`config.mk`:
```
export PLATFORM = sky130hd
export DESIGN_NAME = sm_fetch_scheduler
export DESIGN_NICKNAME = d
export VERILOG_FILES = /design/src/rtl/sm_fetch_scheduler.sv
export SDC_FILE = /design/constraint.sdc
export NUM_CORES = 1
export LEC_CHECK = 0
export BUFFER_PORTS_ARGS = -buffer_cell sky130_fd_sc_hd__buf_4
export CAP_MARGIN = 25
export CORE_MARGIN = 3
export CORE_UTILIZATION = 50
export DETAILED_ROUTE_END_ITERATION = 12
export GPL_TIMING_DRIVEN = 0
export HOLD_SLACK_MARGIN = 0.08
export PLACE_DENSITY = 0.71
export SYNTH_ARGS = -nofsm -noshare
export SYNTH_HDL_FRONTEND = slang
export SYNTH_SLANG_ARGS = --single-unit
export TNS_END_PERCENT = 100
```
`constraint.sdc`:
```
create_clock -name clk -period 8 [get_ports clk]
set_clock_uncertainty 0.05 [all_clocks]
set_input_delay 0.8 -clock clk [delete_from_list [all_inputs] [get_ports clk]]
set_output_delay 0.8 -clock clk [all_outputs]
set_load 0.02 [all_outputs]
```
`src/rtl/sm_fetch_scheduler.sv`:
```
// sm_fetch_scheduler: per-warp PC/active tracking, round-robin fetch grant, single outstanding code read.
// Optional feature macro: SM_FETCH_REDIRECT_EN makes the redirect_* ports functional.
module sm_fetch_scheduler #(
  parameter int NUM_WARP = 8,
  parameter int WID_W    = 3,
  parameter int ADDR_W   = 32,
  parameter int DATA_W   = 64
) (
  input  logic                clk,
  input  logic                rst_n,
  input  logic                warp_req_valid_i,
  input  logic [WID_W-1:0]    warp_req_wid_i,
  input  logic [ADDR_W-1:0]   warp_req_start_addr_i,
  input  logic                warp_done_i,
  input  logic [WID_W-1:0]    warp_done_wid_i,
  input  logic                redirect_valid_i,
  input  logic [WID_W-1:0]    redirect_wid_i,
  input  logic [ADDR_W-1:0]   redirect_pc_i,
  input  logic [NUM_WARP-1:0] inst_buffer_avail_i,
  input  logic                code_mem_available_i,
  output logic                code_read_valid_o,
  output logic [ADDR_W-1:0]   code_read_addr_o,
  output logic [WID_W-1:0]    code_read_wid_o,
  input  logic                code_read_ready_i,
  input  logic [DATA_W-1:0]   code_read_data_i,
  output logic                inst_valid_o,
  output logic [WID_W-1:0]    inst_wid_o,
  output logic [ADDR_W-1:0]   inst_pc_o,
  output logic [DATA_W-1:0]   inst_data_o,
  output logic [NUM_WARP-1:0] active_mask_o
);

  localparam logic [1:0] IDLE = 2'd0;
  localparam logic [1:0] REQ  = 2'd1;
  localparam logic [1:0] WAIT = 2'd2;

  logic [1:0]          state;
  logic [NUM_WARP-1:0] active;
  logic [ADDR_W-1:0]   pc [NUM_WARP];
  logic [WID_W-1:0]    rr_ptr;
  logic [WID_W-1:0]    cur_wid;
  logic [ADDR_W-1:0]   cur_pc;
  logic                kill;

  logic                redir_ok;
  logic [WID_W-1:0]    redir_wid;
  logic [ADDR_W-1:0]   redir_pc;
  logic [NUM_WARP-1:0] eligible;
  logic [NUM_WARP-1:0] hit_vec;
  logic                grant_found;
  logic [WID_W-1:0]    grant_wid;
  logic [WID_W-1:0]    scan_wid;
  logic                hit_cur;
  logic                deliver;

`ifdef SM_FETCH_REDIRECT_EN
  assign redir_ok  = redirect_valid_i && active[redirect_wid_i];
  assign redir_wid = redirect_wid_i;
  assign redir_pc  = redirect_pc_i;
`else
  logic unused_redirect;
  assign unused_redirect = ^{redirect_valid_i, redirect_wid_i, redirect_pc_i};
  assign redir_ok  = 1'b0;
  assign redir_wid = '0;
  assign redir_pc  = '0;
`endif

  assign eligible = active & inst_buffer_avail_i;

  // Any event touching a warp this cycle; used to kill a fetch in flight for it.
  always_comb begin
    hit_vec = '0;
    if (warp_req_valid_i) hit_vec[warp_req_wid_i] = 1'b1;
    if (redir_ok)         hit_vec[redir_wid]      = 1'b1;
    if (warp_done_i)      hit_vec[warp_done_wid_i] = 1'b1;
  end

  always_comb begin
    grant_found = 1'b0;
    grant_wid   = '0;
    scan_wid    = '0;
    for (int i = 1; i <= NUM_WARP; i++) begin
      scan_wid = WID_W'((int'(rr_ptr) + i) % NUM_WARP);
      if (!grant_found && eligible[scan_wid]) begin
        grant_found = 1'b1;
        grant_wid   = scan_wid;
      end
    end
  end

  assign hit_cur = hit_vec[cur_wid];
  assign deliver = (state == WAIT) && code_read_ready_i && !kill && !hit_cur;

  always_ff @(posedge clk or negedge rst_n) begin
    if (!rst_n) begin
      state   <= IDLE;
      rr_ptr  <= WID_W'(NUM_WARP - 1);
      cur_wid <= '0;
      cur_pc  <= '0;
      kill    <= 1'b0;
    end else begin
      case (state)
        IDLE: begin
          if (grant_found) begin
            state   <= REQ;
            cur_wid <= grant_wid;
            cur_pc  <= pc[grant_wid];
            rr_ptr  <= grant_wid;
            kill    <= hit_vec[grant_wid];
          end
        end
        REQ: begin
          if (hit_cur) kill <= 1'b1;
          if (code_mem_available_i) state <= WAIT;
        end
        WAIT: begin
          if (hit_cur) kill <= 1'b1;
          if (code_read_ready_i) begin
            state <= IDLE;
            kill  <= 1'b0;
          end
        end
        default: state <= IDLE;
      endcase
    end
  end

  // Per-warp update; a warp sees at most one event, activation first, then redirect, then done.
  always_ff @(posedge clk or negedge rst_n) begin
    if (!rst_n) begin
      active <= '0;
      for (int w = 0; w < NUM_WARP; w++) pc[w] <= '0;
    end else begin
      for (int w = 0; w < NUM_WARP; w++) begin
        if (warp_req_valid_i && warp_req_wid_i == WID_W'(w)) begin
          active[w] <= 1'b1;
          pc[w]     <= warp_req_start_addr_i;
        end else if (redir_ok && redir_wid == WID_W'(w)) begin
          pc[w] <= redir_pc;
        end else if (warp_done_i && warp_done_wid_i == WID_W'(w)) begin
          active[w] <= 1'b0;
        end else if (deliver && cur_wid == WID_W'(w)) begin
          pc[w] <= cur_pc + ADDR_W'(1);
        end
      end
    end
  end

  always_ff @(posedge clk or negedge rst_n) begin
    if (!rst_n) begin
      inst_valid_o <= 1'b0;
      inst_wid_o   <= '0;
      inst_pc_o    <= '0;
      inst_data_o  <= '0;
    end else begin
      inst_valid_o <= deliver;
      inst_wid_o   <= deliver ? cur_wid : '0;
      inst_pc_o    <= deliver ? cur_pc : '0;
      inst_data_o  <= deliver ? code_read_data_i : '0;
    end
  end

  assign code_read_valid_o = (state == REQ);
  assign code_read_addr_o  = cur_pc;
  assign code_read_wid_o   = cur_wid;
  assign active_mask_o     = active;

endmodule

```
# After elaboration in Yosys (flattened, before gate mapping)

Index checks and enable logic that the tools add are counted.

Bits in registers: 405
Input port bits: 152

$add $sub $neg: 9
Magnitude comparators: 15
Eq/ne operators: 34
Muxes and demuxes: 96
Bitwise logic cells: 3
Reductions and logical operators: 77

Operators with widths:

| operator                                                    | number |
|---|---|
| 2-to-1 mux 32 bit                                           | 27 |
| binary-select mux 32 bit (select 3 bit)                     | 1 |
| 2-to-1 mux 64 bit                                           | 1 |
| less-than comparator 3 x 4 -> 1 bit (second input constant) | 12 |
| 2-to-1 mux 1 bit                                            | 39 |
| == test 3 bit (second input constant)                       | 12 |
| logical AND 1 bit                                           | 36 |
| adder 32 x 1 -> 32 bit (second input constant)              | 1 |
| nonzero test 2 bit                                          | 16 |
| binary-select mux 1 bit (select 3 bit)                      | 10 |
| 2-to-1 mux 3 bit                                            | 9 |
| inequality test 2 bit (second input constant)               | 11 |
| AND reduction 2 bit                                         | 10 |
| == test 3 x 2 -> 1 bit (second input constant)              | 6 |
| 2-to-1 mux 8 bit                                            | 2 |
| adder 3 bit (second input constant)                         | 4 |
| == test 3 x 1 -> 1 bit (second input constant)              | 3 |
| zero test 1 bit                                             | 9 |
| zero test 3 bit                                             | 3 |
| bitwise AND 8 bit                                           | 1 |
| bitwise OR 8 bit                                            | 1 |
| adder 3 x 1 -> 3 bit (second input constant)                | 2 |
| adder 3 x 2 -> 3 bit (second input constant)                | 2 |
| demux 1 bit (select 3 bit)                                  | 2 |
| 11 further kinds                                            | 14 |

# Logic depth before layout (Yosys ltp)

Gate-level depths: netlist of the first run.

Word-level depth: 29
Mapped depth: 16

# Worst setup path after synthesis of the first run

Ideal clock, no wire load.

Kind: flip-flop to flip-flop
From: reg rr_ptr[0]
To: reg cur_pc[28], in the netlist code_read_addr_o[28]
Setup time: 0.126 ns
Data arrival time: 3.414 ns
Slack: 4.410 ns
Stages on the path, launching flop included: 15
Path buffers: 4
Period minus slack after synthesis: 3.590 ns
Path through: dfstp_2 buf_6 buf_6 inv_1 ha_1 xnor2_2 mux4_2 a211oi_4 o2111ai_1 o211ai_2 buf_6 buf_4 mux2_2 o22ai_1 o31ai_2

Cells in the longest elaborated chain, start to end: 29
Elaborated cells on any way between the ends: 59
Classes of those cells: add/sub (8); mux (35); bitwise (1); reduce/logical (15)

Ends and longest elaborated chain:

| what                                                 | RTL line | text |
|---|---|---|
| from (decl)                                          | 40       | `logic [WID_W-1:0] rr_ptr;` |
| from (signal assigned)                               | 97       | `rr_ptr <= WID_W'(NUM_WARP - 1);` |
| from (signal assigned)                               | 108      | `rr_ptr <= grant_wid;` |
| adder 3 x 1 -> 3 bit                                 | 83       | `scan_wid = WID_W'((int'(rr_ptr) + i) % NUM_WARP);` |
| binary-select mux 1 bit (select 3 bit)               | 84       | `if (!grant_found && eligible[scan_wid]) begin` |
| 2-to-1 mux 1 bit (implied by the code)               | 84       |  |
| 2-to-1 mux 1 bit                                     | 84       |  |
| zero test 1 bit                                      | 84       |  |
| logical AND 1 bit                                    | 84       |  |
| 2-to-1 mux 1 bit                                     | 84       |  |
| zero test 1 bit                                      | 84       |  |
| [12 not listed]                                      | --       |  |
| logical AND 1 bit                                    | 84       |  |
| 2-to-1 mux 1 bit                                     | 84       |  |
| zero test 1 bit                                      | 84       |  |
| logical AND 1 bit                                    | 84       |  |
| 2-to-1 mux 3 bit                                     | 84       |  |
| inverter 3 -> 4 bit (implied by the code)            | 107      | `cur_pc <= pc[grant_wid];` |
| binary-select mux 32 bit (select 3 bit)              | 107      |  |
| 2-to-1 mux 32 bit (implied by the code) (2 in a row) | 107      |  |
| to (signal assigned)                                 | 107      |  |
| to (decl)                                            | 42       | `logic [ADDR_W-1:0] cur_pc;` |

Several ways; a longest one is shown, not always the timed one. The select of a mux whose other input is x is not followed.
A chain may end at the register's enable or synchronous reset.

# Final worst setup path of the first run

From: reg rr_ptr[0]
To: reg cur_pc[10], in the netlist code_read_addr_o[10]

The elaborated chain is that of the path after synthesis.

==> flow_summary.ini, run 1 <==
[critical_path]
worstPathArrival_ns = 4.74
path_class = register to register
crit_path_frequent_cell = buf_6
critical_path_buf_inv_count = 6
path_cells = buf_6, buf_6, inv_1, ha_1, buf_1, mux4_2, o21ai_0, a2bb2oi_1, a2bb2oi_1, o211ai_2, buf_6, buf_4, mux2_2, o22ai_1, o31ai_2
start_kind = register
worst-endpoint-required_ns = 8.40
slowest_stage = dfstp_2
crit_family = buffers and inverters
crit_path_end_kind = register
cpPeakStageDelay_ns = 0.55
crit_fanout = 10

[synthesis]
synthDistinctLibCells = 75
synth-compound-area-share_pct = 20.6
yosys.area_share.simple_pct = 14.2
synth_ff_type = dfrtp_1
synth_top_family_by_area = compound AO/OA/AOI/OAI gates
syn-cell-area_sq_mm = 0.0199
synthXorXnorAreaFrac_pct = 1.54
syn_inst = 1797
synth_edf_count = 0
ys_seq_elements = 405
yosysSeqAreaShare_pct = 51.0
postSynth.asyncResetShare_pct = 100
netlist.area_leader.share_pct = 50.6
synth_nets = 1956
syn_area_per_cell_sq_um = 11.1
yosysWarnings = 0
synth_top_area_cell = dfrtp_1
synth.area.mux_share_pct = 8.03
synth_fa_ha_area_share_pct = 0.440
synth_area_leaders = dfrtp_1, o221a_2, a221o_1, nand2_1, nor2_1

[grt]
antenna_found_initial = 5
grt_overflow_total = 0
grt_use_total_pct = 33.2
met3_usage_pct = 7.61
grt-busiest-layer = met2
grt_first_pass_wirelength_microns = 106000
grt_max_degree = 124
first_global_vias = 16989
use_met1_pct = 43.6
use_met2_pct = 52.6

[placement]
dpl.hpwl_microns = 47800
routabilityCongestion = 0.945
port_buffers = 225

[route]
ant_nets = 0
wl_per_cell_microns = 27.0
drt_iter0_markers = 2022
vias_per_cell = 6.49
dr_total_vias = 17037
first_pass_iters = 7
remaining_drc_errors = 0
routed_wl_microns = 70900

[sta]
period_share_pct = 54.3
slew_headroom_pct = 27.1
rsz0062_at_grt = false
hold_viol = 0
clock.fmax_mhz = 230
hold_ws_ns = 0.112
fin_setup_tns_ns = 0
period_needed_ns = 4.34
setup_violations = 0
tightest_slew_ns = 1.09
slew_violations = 0

[clocking]
htreeDepth = 2
cts_buffers = 45
cts_tree = built
root_buffer = clkbuf_16
clock_tree.buffer_depth = 3
cts_resized = 0
postCtsHoldBufs = 0
post-cts-setup-buffers = 0
clk-insertion-delay-late_ns = 0.57
clock-sinks = 405
clkSlewWorstSetupHoldPaths_ns = 0.06

[finish]
layout_commonest_cell = dfrtp_1
nets = 2232
drive_gt1_share_pct = 29.2
area_growth_pct = 20.3
final_cell_mix = dfrtp_1, buf_4, nand2_1
fillers = 3192

[floorplan]
dieArea_sq_mm = 0.0422
core_sq_mm = 0.0390
die_w_microns = 205
row_count = 72
fp.dieH_microns = 205
num_io_pins = 296
initial_utilization_pct = 51.0

[power_and_ir_drop]
power_leakage_uw = 0.0107
peakVddDrop_uv = 280
power_density_mw_per_mm2 = 522

[outcome]
status = finished, final reports clean

[min_path]
worstHoldPathType = input pin to asynchronous set/reset pin

[job]
cap_violations = 0
synth_stat cells, drive strengths merged, types with 3 or more instances:
master / n
and3: 14
nor2: 196
o221a: 118
and2: 105
inv: 20
a221o: 128
ha: 7
dfstp: 3
nand2b: 8
nand4b: 5
a31oi: 3
o21a: 3
o21ai: 17
and4: 3
mux2i: 68
xor2: 18
dfrtp: 402
nand2: 222
buf: 99
a211oi: 4
nand4: 3
clkbuf: 59
nor2b: 4
xnor2: 14
nor3: 8
mux4: 8
nor4: 3
or2: 6
nand3: 21
a21oi: 23
a22o: 32
or3: 5
mux2: 65
o22ai: 43
o31ai: 33
o211ai: 3
where the power goes:
part           leakage, uW  switching, uW  internal (uW)
combinational      0.00489           3970           2990
clock             0.000788            878           1370
sequential         0.00500            525           2740
metrics by stage:
step	cell area [sq um]	utilization [%]	instances	worst slack (ns)	total power, uW
finish	23900	61.3	2627	3.66	12500
global route	23900	61.3	2627	3.40	13000
CTS	23900	61.3	2625	3.69	12300
detailed placement	22300	57.2	2544	3.50	10100
global placement	22200	57.0	2540	2.06	9960
floorplan	19900	-	1797	4.41	8040
flip-flops by register name, indices dropped and copies added, names as in the netlist:
register / count
rr_ptr: 3
pc: 256
inst_pc_o: 32
active_mask_o: 8
kill: 1
inst_data_o: 64
code_read_wid_o: 3
state: 2
code_read_addr_o: 32
inst_valid_o: 1
inst_wid_o: 3
area by class of cell:
type / instances / area, sq um / share of cell area (%)
multi-input cells: 1214 / 8910 / 37.2
repair buffers: 229 / 1790 / 7.47
well taps: 518 / 648 / 2.71
inverters: 20 / 75.1 / 0.314
flip-flops and latches: 405 / 10100 / 42.4
clock inverters: 20 / 288 / 1.20
clock buffers: 61 / 1310 / 5.46
plain buffers: 158 / 768 / 3.21
diodes: 2 / 5.00 / 0.0209
final timing paths:
path	to	start	cells past startpoint	slack [ns]
worst max register to register	code_read_addr_o[10]$_DFFE_PN0P_	rr_ptr[0]$_DFFE_PN1P_	15	3.66
worst min register to register	pc[1]$_DFFE_PN0P_	pc[1]$_DFFE_PN0P_	2	0.45
max in group asynchronous	pc[253]$_DFFE_PN0P_	rst_n	2	6.73
worst min-delay path	inst_data_o[55]$_DFF_PN0_	rst_n	1	0.11
worst max-delay path	code_read_addr_o[10]$_DFFE_PN0P_	rr_ptr[0]$_DFFE_PN1P_	15	3.66
min in group clk	inst_data_o[60]$_DFF_PN0_	code_read_data_i[60]	2	0.39
metal layers:
metal | wire length [microns] | part of all wire (%) | vias to the layer above
li1 | - | - | 7163
met3 | 7330 | 10 | 226
met1 | 27700 | 39 | 8539
met4 | 3410 | 4.8 | 6
met5 | 46 | 0.065 | -
met2 | 32400 | 46 | 1103
cell families after synthesis:
| family | count (synthesis) |
|---|---|
| adders and majority gates | 7 |
| muxes | 141 |
| and+or+nand+nor | 606 |
| AOI/OAI and AO/OA | 428 |
| xor gates and xnor gates | 32 |
| DFF | 405 |
| buffers and inverters | 178 |
No activity file was read; power rests on OpenSTA's default activity.
==> inputs of run 2 (changes only) <==
--- a/config.mk
+++ b/config.mk
@@ -5,6 +5,7 @@
 export SDC_FILE = /design/constraint.sdc
 export NUM_CORES = 1
 export LEC_CHECK = 0
+export ABC_AREA = 1
 export BUFFER_PORTS_ARGS = -buffer_cell sky130_fd_sc_hd__buf_4
 export CAP_MARGIN = 25
 export CORE_MARGIN = 3
@@ -12,7 +13,7 @@
 export DETAILED_ROUTE_END_ITERATION = 12
 export GPL_TIMING_DRIVEN = 0
 export HOLD_SLACK_MARGIN = 0.08
-export PLACE_DENSITY = 0.71
+export PLACE_DENSITY = 0.72
 export SYNTH_ARGS = -nofsm -noshare
 export SYNTH_HDL_FRONTEND = slang
 export SYNTH_SLANG_ARGS = --single-unit
==> constraint.sdc (replaced) <==
create_clock -name clk -period 4.1 [get_ports clk]
set_clock_uncertainty 0.05 [all_clocks]
set_input_delay 0.41 -clock clk [delete_from_list [all_inputs] [get_ports clk]]
set_output_delay 0.41 -clock clk [all_outputs]
set_load 0.02 [all_outputs]
==> run 2 against run 1 <==
Net effect:
- flip-flop and latch count stayed put
- utilization is 2.7 points higher
- routed wire length is 19% higher
- global-route usage is 6.7 points higher
- register-to-register slack worse by 3.6 ns
- final area is 1.8% higher
- critical path depth stayed put
- first-iteration DRC count is 48% higher
==> flow_summary.ini, run 2 <==
[outcome]
status = finished, final reports clean

[synthesis]
synth_fa_ha_area_share_pct = 0.449
synth_top_area_cell = dfrtp_1
syn-cell-area_sq_mm = 0.0195
synth_edf_count = 0
synth.most_common_cell = nand2_1
ys_seq_elements = 405
yosys.area_share.simple_pct = 25.0
synth_top_family_by_area = simple AND/OR/NAND/NOR gates
syn_area_per_cell_sq_um = 8.37
yosysSeqAreaShare_pct = 52.0
yosysWarnings = 0
synth_nets = 2486
synth_area_leaders = dfrtp_1, nand2_1, nand3_1, o221ai_1, nor2_1
postSynth.asyncResetShare_pct = 100
synth_ff_type = dfrtp_1
synthXorXnorAreaFrac_pct = 1.48
synthDistinctLibCells = 46
ys_top_cells_by_count = nand2_1, dfrtp_1, nor2_1
syn_inst = 2327
synth.area.mux_share_pct = 0
netlist.area_leader.share_pct = 51.6
synth-compound-area-share_pct = 13.0

[grt]
antenna_found_initial = 0
grt_use_total_pct = 40.0
grt_max_degree = 109
first_global_vias = 19386
grt_first_pass_wirelength_microns = 123000
grt_overflow_total = 0

[clocking]
cts_tree = built
root_buffer = clkbuf_16
htreeDepth = 2
clock-sinks = 405
clock_tree.buffer_depth = 3
clk-insertion-delay-late_ns = 0.58
cts_buffers = 44
clkSlewWorstSetupHoldPaths_ns = 0.06

[min_path]
min_from = warp_req_start_addr_i[7]
worstHoldPathType = input pin to register
min_path_cells = 3

[finish]
num_antenna_cells = 0
regMostFlops = pc
fillers = 3195
largest_register_ffs = 256
area_growth_pct = 25.0
drive_gt1_share_pct = 16.1
nets = 2855
utilization_pct = 64.1
final_cell_mix = nand2_1, dfrtp_1, buf_4
layout_commonest_cell = nand2_1
top_regs = pc: 256 flops, inst_data_o: 64 flops

[sta]
hold_viol = 0
setup_violations = 0
hold_ws_ns = 0.110
slew_violations = 0
clock.fmax_mhz = 249
period_share_pct = 97.9
tightest_slew_ns = 1.19
slew_headroom_pct = 20.8
period_needed_ns = 4.01

[critical_path]
r2r-start = rr_ptr[1]$_DFFE_PN1P_
path_class = input pin to register
path_depth = 15
worstPathArrival_ns = 4.44
crit_path_end_kind = register
cpPeakStageDelay_ns = 0.84
slowest_stage = clkbuf_1
critical_path_buf_inv_count = 4
ff2ff_path_depth = 21
worst-endpoint-required_ns = 4.52
setup.worst_path.start = warp_req_valid_i
path_cells = buf_4, nand2_1, nor2_1, a21oi_1, o2111ai_1, a21oi_1, nand2_1, nor3_1, buf_2, nand3_1, nand2_1, inv_1, clkbuf_1, nand2_1, o221ai_1
start_kind = input pin
crit_path_frequent_cell = nand2_1
crit_fanout = 10
crit_family = simple AND/OR/NAND/NOR gates

[route]
ant_nets = 0
vias_per_cell = 6.26
routed_wl_microns = 84600
dr_total_vias = 20271
drt_iter0_markers = 2994
remaining_drc_errors = 0
first_pass_iters = 7
wl_per_cell_microns = 26.1

[floorplan]
dieArea_sq_mm = 0.0414
core_sq_mm = 0.0380
fp.dieH_microns = 203
initial_utilization_pct = 51.2
die_w_microns = 203
num_io_pins = 296
row_count = 71

[job]
cap_violations = 0

[placement]
port_buffers = 255
routabilityCongestion = 1.02
dpl.hpwl_microns = 57100
[run 2: path summary, 6_finish.rpt]
kind,to,slack (ns)
worst max-delay path,pc[213]$_DFFE_PN0P_,0.09
worst min-delay path,pc[167]$_DFFE_PN0P_,0.11
worst max register to register,code_read_addr_o[1]$_DFFE_PN0P_,0.09
worst min register to register,pc[146]$_DFFE_PN0P_,0.44
max in group asynchronous,pc[192]$_DFFE_PN0P_,2.13
min in group asynchronous,inst_data_o[14]$_DFF_PN0_,0.39
[run 2: final cells by class]
cell class	instances	area, sq um	share of cell area, %
Tap cell	511	639	2.62
Clock buffer	66	1330	5.44
Buffer	137	757	3.11
Multi-Input combinational cell	1558	7800	32.0
Timing Repair Buffer	324	2670	10.9
Clock inverter	12	185	0.760
Inverter	226	851	3.49
Sequential cell	405	10100	41.6
[run 2: kinds of logic (layout without fill, tap and decap cells)]
| group | count (synthesis) | count (layout) |
|---|---|---|
| simple gates | 1160 | 1160 |
| flops | 405 | 405 |
| buf+inv | 364 | 765 |
| compound gates | 359 | 359 |
| xor+xnor | 32 | 32 |
| fa+ha+maj | 7 | 7 |
[run 2: per-layer routing]
metal | part of all wire (%) | GRT usage (%)
met1 | 36 | 51.6
met2 | 43 | 59.8
met3 | 13 | 11.3
met4 | 7.7 | 24.5
met5 | 0 | 0
[run 2: repair_timing]
action,4_1_cts,5_1_grt
setup endpoints to repair,34,45
buffers inserted,0,0
hold buffers,65,0
gates resized for setup,8,24
endpoints found under the hold margin,157,0
[run 2: stage by stage]
step | cells | setup WS [ns] | TNS [ns] | cell area [sq um]
floorplan | 2327 | 0.978 | 0 | 19500
global placement | 3093 | -1.44 | -570.57 | 22000
detailed placement | 3096 | -0.229 | -6.58 | 22100
CTS | 3239 | 0.0163 | 0 | 24300
global route | 3239 | -0.00767 | -0.00767 | 24400
finish | 3239 | 0.0869 | 0 | 24400
[run 2: worst min-delay path: stages]
cell	delay (ns)
buf_4	0.12
o22ai_1	0.09
nor2_1	0.08
Power of run 2 is not shown: default switching activity piles up to over one toggle a cycle in this logic, so the estimate is an artifact.
